File: config.mk
export PLATFORM = sky130hd
export DESIGN_NAME = uart_rx_ctrl
export DESIGN_NICKNAME = d
export VERILOG_FILES = /design/src/rtl/uart_rx_ctrl.sv
export SDC_FILE = /design/constraint.sdc
export NUM_CORES = 1
export LEC_CHECK = 0
export CAP_MARGIN = 20
export CORE_UTILIZATION = 40
export CTS_CLUSTER_DIAMETER = 80
export DETAILED_ROUTE_END_ITERATION = 12
export SLEW_MARGIN = 15
export SYNTH_ARGS = -nofsm -noshare
export SYNTH_HDL_FRONTEND = slang
export SYNTH_SLANG_ARGS = --single-unit
File: constraint.sdc
create_clock -name i_clk -period 10 [get_ports i_clk]
set_clock_uncertainty 0.1 [all_clocks]
set_input_delay 1 -clock i_clk [delete_from_list [all_inputs] [get_ports i_clk]]
set_output_delay 1 -clock i_clk [all_outputs]
set_load 0.05 [all_outputs]
File: src/rtl/uart_rx_ctrl.sv
// ---------------------------------------------------------------------------
// uart_rx_ctrl
// Receive controller between uart_rx and the CPU expansion-card bus. Incoming
// bytes are buffered in a FIFO. The CPU reads them through a DATA register and
// watches a STATUS register. A level interrupt is raised on any of these
// conditions: the fill level is reached, the FIFO has sat idle too long, or
// bytes have been lost to overflow.
//
// Ports
//   i_clk      system clock
//   i_reset    synchronous reset, active-high
//   i_rxValid  one-cycle strobe from uart_rx: byte received
//   i_rxData   received byte, valid with i_rxValid
//   i_addr     register select: 0 = DATA, 1 = STATUS (read) / CTRL (write)
//   i_read     one-cycle read strobe
//   i_write    one-cycle write strobe
//   i_wdata    write data (CTRL: bit 7 clears overflow, bit 0 flushes)
//   o_rdata    read data, registered, holds until the next read
//   o_irq      level interrupt to CPU, registered
//
// STATUS = {overflow, timeout, full, count[4:0]}
// ---------------------------------------------------------------------------
module uart_rx_ctrl #(
  parameter int DEPTH        = 16,     // power of two, 2..16
  parameter int IRQ_LEVEL    = 8,      // 1..DEPTH
  parameter int TIMEOUT_CLKS = 34720   // idle clocks before the timeout flag
) (
  input  logic       i_clk,
  input  logic       i_reset,
  input  logic       i_rxValid,
  input  logic [7:0] i_rxData,
  input  logic       i_addr,
  input  logic       i_read,
  input  logic       i_write,
  input  logic [7:0] i_wdata,
  output logic [7:0] o_rdata,
  output logic       o_irq
);

  localparam int PTR_W  = $clog2(DEPTH);
  localparam int IDLE_W = $clog2(TIMEOUT_CLKS + 1);

  localparam logic [4:0]        CNT_FULL  = 5'(DEPTH);
  localparam logic [4:0]        CNT_IRQ   = 5'(IRQ_LEVEL);
  localparam logic [IDLE_W-1:0] IDLE_MAX  = IDLE_W'(TIMEOUT_CLKS);
  localparam logic [IDLE_W-1:0] IDLE_TRIG = IDLE_W'(TIMEOUT_CLKS - 1);

  // Storage and state
  logic [7:0]        r_mem [DEPTH];
  logic [PTR_W-1:0]  r_wr_ptr;
  logic [PTR_W-1:0]  r_rd_ptr;
  logic [4:0]        r_count;
  logic              r_overflow;
  logic              r_timeout;
  logic [IDLE_W-1:0] r_idle;

  // Per-cycle decode
  logic       w_full;
  logic       w_empty;
  logic       w_rd_data;
  logic       w_rd_status;
  logic       w_ctrl_wr;
  logic       w_flush;
  logic       w_clr_ovf;
  logic       w_pop;
  logic       w_push;
  logic       w_drop;
  logic [7:0] w_status;

  // Next-state values
  logic [4:0]        w_count_nxt;
  logic              w_overflow_nxt;
  logic              w_timeout_nxt;
  logic [IDLE_W-1:0] w_idle_nxt;

  // CTRL bits 6..1 have no function.
  logic w_unused;
  assign w_unused = ^i_wdata[6:1];

  assign w_full    = (r_count == CNT_FULL);
  assign w_empty   = (r_count == 5'd0);
  assign w_status  = {r_overflow, r_timeout, w_full, r_count};

  // A read and a write in the same cycle: the read wins, so the write is dropped.
  assign w_rd_data   = i_read & ~i_addr;
  assign w_rd_status = i_read &  i_addr;
  assign w_ctrl_wr   = i_write & ~i_read & i_addr;
  assign w_flush     = w_ctrl_wr & i_wdata[0];
  assign w_clr_ovf   = w_ctrl_wr & i_wdata[7];

  // A read of an empty FIFO returns zero. It does not pop, even when a push
  // lands in the same cycle.
  assign w_pop  = w_rd_data & ~w_empty;
  // A flush discards the byte arriving with it. A pop frees a slot in a full FIFO.
  assign w_push = i_rxValid & ~w_flush & (~w_full | w_pop);
  assign w_drop = i_rxValid & ~w_flush & w_full & ~w_pop;

  // NOTE: every always_comb output gets a default assignment first, so no path
  // can leave it unassigned and infer a latch.
  always_comb begin
    w_count_nxt    = r_count;
    w_overflow_nxt = r_overflow;
    w_timeout_nxt  = r_timeout;
    w_idle_nxt     = r_idle;

    if (w_flush) begin
      w_count_nxt = 5'd0;
    end else begin
      w_count_nxt = r_count + 5'(w_push) - 5'(w_pop);
    end

    // A clear and a drop in the same cycle leave overflow set. The drop is
    // the newer event.
    if (w_clr_ovf) begin
      w_overflow_nxt = 1'b0;
    end
    if (w_drop) begin
      w_overflow_nxt = 1'b1;
    end

    if (w_push || w_pop || w_flush || w_empty) begin
      w_idle_nxt = '0;
    end else if (r_idle != IDLE_MAX) begin
      w_idle_nxt = r_idle + IDLE_W'(1);
    end

    if (w_pop || w_flush) begin
      w_timeout_nxt = 1'b0;
    end else if ((w_count_nxt != 5'd0) && (w_idle_nxt >= IDLE_TRIG)) begin
      w_timeout_nxt = 1'b1;
    end
  end

  // NOTE: the FIFO RAM has no reset. Its contents are never read before being
  // written, and leaving it unreset keeps it mappable onto RAM primitives.
  always_ff @(posedge i_clk) begin
    if (w_push) begin
      r_mem[r_wr_ptr] <= i_rxData;
    end
  end

  // NOTE: sequential state uses non-blocking assignments only. All next-state
  // decisions are then made on values from before the clock edge.
  always_ff @(posedge i_clk) begin
    if (i_reset) begin
      r_wr_ptr   <= '0;
      r_rd_ptr   <= '0;
      r_count    <= 5'd0;
      r_overflow <= 1'b0;
      r_timeout  <= 1'b0;
      r_idle     <= '0;
      o_rdata    <= 8'h00;
      o_irq      <= 1'b0;
    end else begin
      r_count    <= w_count_nxt;
      r_overflow <= w_overflow_nxt;
      r_timeout  <= w_timeout_nxt;
      r_idle     <= w_idle_nxt;

      if (w_flush) begin
        r_rd_ptr <= r_wr_ptr;
      end else begin
        if (w_push) begin
          r_wr_ptr <= r_wr_ptr + PTR_W'(1);
        end
        if (w_pop) begin
          r_rd_ptr <= r_rd_ptr + PTR_W'(1);
        end
      end

      if (w_rd_data) begin
        o_rdata <= w_pop ? r_mem[r_rd_ptr] : 8'h00;
      end else if (w_rd_status) begin
        o_rdata <= w_status;
      end

      o_irq <= (w_count_nxt >= CNT_IRQ) | w_timeout_nxt | w_overflow_nxt;
    end
  end

endmodule
Yosys cells after proc, flatten, opt, wreduce, memory -nomap -nowiden
Memory sizes are Yosys's and may differ from the RTL's. A register that Yosys moved wholly into a read port is not among the register bits.
Index checks and enable logic that the tools add are counted.

operators by class
  add/sub/neg operators = 5
  order comparisons = 2
  equality and inequality tests = 2
  multiplexer cells = 16
  bitwise logic cells = 20
  reductions and logical operators = 10

operator list
  operator                                                                              number
  16-bit 2-to-1 mux                                                                     2
  8-bit 2-to-1 mux                                                                      3
  16-bit by 1-bit adder with 16-bit output (second input constant)                      1
  16-bit greater-or-equal comparator (second input constant)                            1
  4-bit 2-to-1 mux                                                                      4
  16-bit != test (second input constant)                                                1
  1-bit bitwise AND                                                                     11
  4-bit by 1-bit adder with 4-bit output (second input constant)                        2
  1-bit 2-to-1 mux                                                                      6
  1-bit inverter                                                                        6
  5-bit by 1-bit adder with 5-bit output                                                1
  5-bit equality test (second input constant)                                           1
  5-bit by 4-bit greater-or-equal comparator with 1-bit output (second input constant)  1
  5-bit logical NOT                                                                     1
  5-bit 2-to-1 mux                                                                      1
  5-bit nonzero test                                                                    1
  5-bit by 1-bit subtractor with 5-bit output                                           1
  1-bit logical OR                                                                      4
  2-bit nonzero test                                                                    2
  1-bit OR                                                                              3
  2-bit AND reduction                                                                   1
  1-bit logical AND                                                                     1

storage, ports and cells
  register bits after elaboration = 40
  memory bits (writable) = 128
  bits of input ports = 22
  output and inout bits = 9
  logic and storage cells = 64
  memories kept = 1

memory list
  memory  words  bits a word  rd ports  clocked after Yosys merged registers in  wr ports  line  text
  r_mem   16     8            1         1                                        1         49    logic [7:0] r_mem [DEPTH];

Depth between registers and ports, before layout
  word-level depth = 17
  mapped depth = 16
  gate-level depth less buffers = 16

Worst setup path before layout
Ideal clock, no wire load.

  path kind = input to register
  from = input i_read
  to = register o_irq
  setup time = 127 ps
  arrival = 3930 ps
  data required time = 9773 ps
  slack = 5843 ps
  cell stages on the path = 16
  path buffers = 2
  cells stage by stage = buf_2 > nand4b_1 > buf_2 > nand2_1 > nor2_1 > inv_1 > ha_1 > ha_1 > inv_1 > fa_1 > nand2b_1 > a21oi_1 > xnor2_1 > o311ai_0 > a31oi_1 > or3_1

on the way
  longest elaborated chain between the ends = 17
  elaborated cells on any way between the ends = 32
  those cells by class = add/sub (2); order compare (2); mux (6); bitwise (16); reduce/logical (6)

ends and longest elaborated chain
  item                                                                                             line  text
  start, declared                                                                                  33    input logic i_read,
  parallel branches: the longest is 16 deep, another holds 5-bit by 1-bit adder with 5-bit output  -
  1-bit OR *                                                                                       177   o_irq <= (w_count_nxt >= CNT_IRQ) | w_timeout_nxt | w_overflow_nxt;
  end signal, assigned                                                                             177
  end, declared                                                                                    37    output logic o_irq

Mark *: on every way between the ends.
A chain may end at the register's enable or synchronous reset.

Final worst setup path
Same ends and word-level chain as after synthesis.

==> impl_metrics.ini <==
[detailed_routing]
firstDrtPassIters = 5
drc = 0
vias_per_cell = 5.47
drt_wl_total_um = 14400
vias = 3935
wire_per_inst_um = 20.1
drtIter0Drc = 245
postRouteAntennaNets = 0

[synthesis]
seq_area_frac_synth_pct = 64.9
syn_area_um2 = 7280
synth_cell_types = 52
ys_dominant_reg_cell = edfxtp_1
synth-edff-count = 128
postSynthAreaPerCell_um2 = 15.9
synth_warnings = 0
yosys.area.top_type = edfxtp_1
yosysTopAreaCellShare_pct = 52.8
netlist_top_cells_area = edfxtp_1 53%, dfxtp_1 12%, mux4_1 7.2%
async_reset_ff_share_pct = 0
synth_seq_cells = 172
syn-num-nets = 495
synthCells = 459

[worst_setup_path]
critPathArrivalTime_ns = 5.31
start_kind = input pin
critPathMaxStageDelay_ns = 0.85
cp_data_required_time_ns = 10.21
critPathMaxFanout = 19
crit_family = simple AND/OR/NAND/NOR gates
critical_path_buf_inv_count = 3
crit_slowest_cell = clkdlybuf4s50_1
path_cells = clkdlybuf4s50_1, nand4b_1, nand2_1, nor2_1, inv_1, ha_1, ha_1, inv_1, fa_1, nand2b_1, a21oi_1, xnor2_1, o311ai_0, a31oi_1, or3_1
end_kind = flop
critPathKind = in -> reg

[finish]
diodes = 0
final_common_cell = edfxtp_1
num-fill-cells = 1502
multiInputGateArea_um2 = 2360
drive_above_1_share_pct = 12.1
final_cells = 720
seq_area_um2 = 4730
syn_to_final_growth_pct = 13.8
final_cell_mix = 128 x edfxtp_1, 45 x nor2_1, 43 x dfxtp_1, 24 x clkdlybuf4s50_1, 21 x and2_1
num-nets-final = 518

[run]
maxCapViolations = 0

[pwr]
finalPower_mw = 1.78
leakage_nw = 2.66
vdd_drop_max_mv = 0.158
powerDensity_nw_per_um2 = 215

[clock_network]
clk-insertion-delay-late_ns = 0.43
tritoncts = done
cts_setup_buffers = 0
h-tree-depth = 4
hold_buffers = 0
clkSinkCount = 172
ctsResizeCount = 0
clockBufferDepth = 2
path_clk_slew_ns = 0.06
clk_root_buffer_cell = clkbuf_16
cts_made_buffers = 17

[floorplanning]
fp.coreArea_um2 = 17500
start_util_pct = 41.5
dieHeight_um = 137
die_width_um = 137
row_count = 48
die-area_um2 = 18700
io_pins = 31

[sta]
slew_viol_final = 0
worst_pin_slew_ns = 0.809
slew_headroom_pct = 45.9
fin_setup_tns_ns = 0
finalCritPeriodShare_pct = 50.9
rsz0062_at_grt = no
fin_crit_ns = 5.09
setup_viol = 0
hold_viol = 0
max_freq_mhz = 196

[global_route]
grt_pass1_wl_um = 22500
grt_pass1_vias = 4038
grt_max_degree = 33
grt_usage_pct = 17.2
antenna_found_initial = 0
overflow = 0

[hold_path]
hold_path.class = reg -> reg

[run_status]
outcome = completed

[place]
port_buffers = 24
hpwl_um = 9210
post-place-cells = 687
gp_congestion = 0.819
==> final timing paths <==
| path | from | endpoint | slack [ns] | cells past startpoint |
|---|---|---|---|---|
| setup reg to reg | r_count[2]$_SDFF_PP0_ | o_irq$_SDFF_PP0_ | 6.07 | 15 |
| hold / removal | o_rdata[1]$_SDFFE_PP0P_ | o_rdata[1]$_SDFFE_PP0P_ | 0.41 | 2 |
| setup / recovery | i_read | o_irq$_SDFF_PP0_ | 4.91 | 15 |
| hold reg to reg | o_rdata[1]$_SDFFE_PP0P_ | o_rdata[1]$_SDFFE_PP0P_ | 0.41 | 2 |
==> cell families after synthesis <==
kind of cell	Yosys count	synth area share (%)
DFF	172	64.9
and+or+nand+nor	130	9.57
AOI/OAI and AO/OA	43	4.18
muxes	42	13.7
buffers and inverters	37	2.65
xor gates and xnor gates	21	2.53
adders and majority gates	14	2.51
==> registers in the layout, indices dropped and copies added (netlist names), named ones only <==
| register | cells |
|---|---|
| o_irq | 1 |
| o_rdata | 8 |
| r_count | 5 |
| r_idle | 16 |
| r_mem | 128 |
| r_overflow | 1 |
| r_rd_ptr | 4 |
| r_timeout | 1 |
| r_wr_ptr | 4 |
==> worst min-delay path: cells and delay by family (launching register included) <==
family / cells / cell delay, ns
AND/OR/NAND/NOR: 1 / 0.10
flip-flops: 1 / 0.31
AO/OA/AOI/OAI: 1 / 0.05
==> synth_stat cells (all sizes together), types with 2 or more instances <==
cell	n
dfxtp	44
or3	2
inv	15
nand2	12
nand4b	3
nor2	45
clkbuf	7
edfxtp	128
mux4	40
and2	21
mux2i	2
nor3	4
a211oi	11
nand2b	4
xnor2	11
nor2b	4
o21ai	2
buf	15
nand3	11
or4b	2
nand4	8
a21oi	9
ha	13
o22ai	2
and4	2
nor4b	3
and3	4
nor4	3
xor2	10
a22oi	7
==> stage by stage <==
step	instance area [um^2]	utilization (%)	hold slack, ns	setup WS [ns]
after global placement	7670	43.8	0.390	4.60
after global routing	8280	47.2	0.425	4.57
after CTS	8260	47.1	0.405	4.96
after floorplan	7280	-	0.383	5.84
after detailed placement	7670	43.8	0.396	4.51
final	8280	47.2	0.406	4.91
==> where the power goes <==
| part | internal, mW | switching (mW) |
|---|---|---|
| Combinational | 0.136 | 0.158 |
| Sequential | 0.801 | 0.0313 |
| Clock | 0.372 | 0.283 |
| Total | 1.31 | 0.472 |
==> per-layer routing <==
metal,part of all wire (%),up-vias,GRT usage (%),wire (um)
li1,-,1854,-,-
met1,46,1980,21.7,6630
met2,48,80,27.9,6970
met3,3.7,21,4.93,539
met4,2.1,0,6.96,308
met5,0,-,0,0
==> layout make-up <==
type | instances | share of cell area (%)
sequential | 172 | 57.0
multi-input combinational | 250 | 28.5
clock buffer | 17 | 5.14
tap | 225 | 3.40
timing repair buffer | 26 | 3.23
clock inverter | 15 | 1.98
inverter | 15 | 0.680
Note: power is estimated with default switching activity, not from simulation.
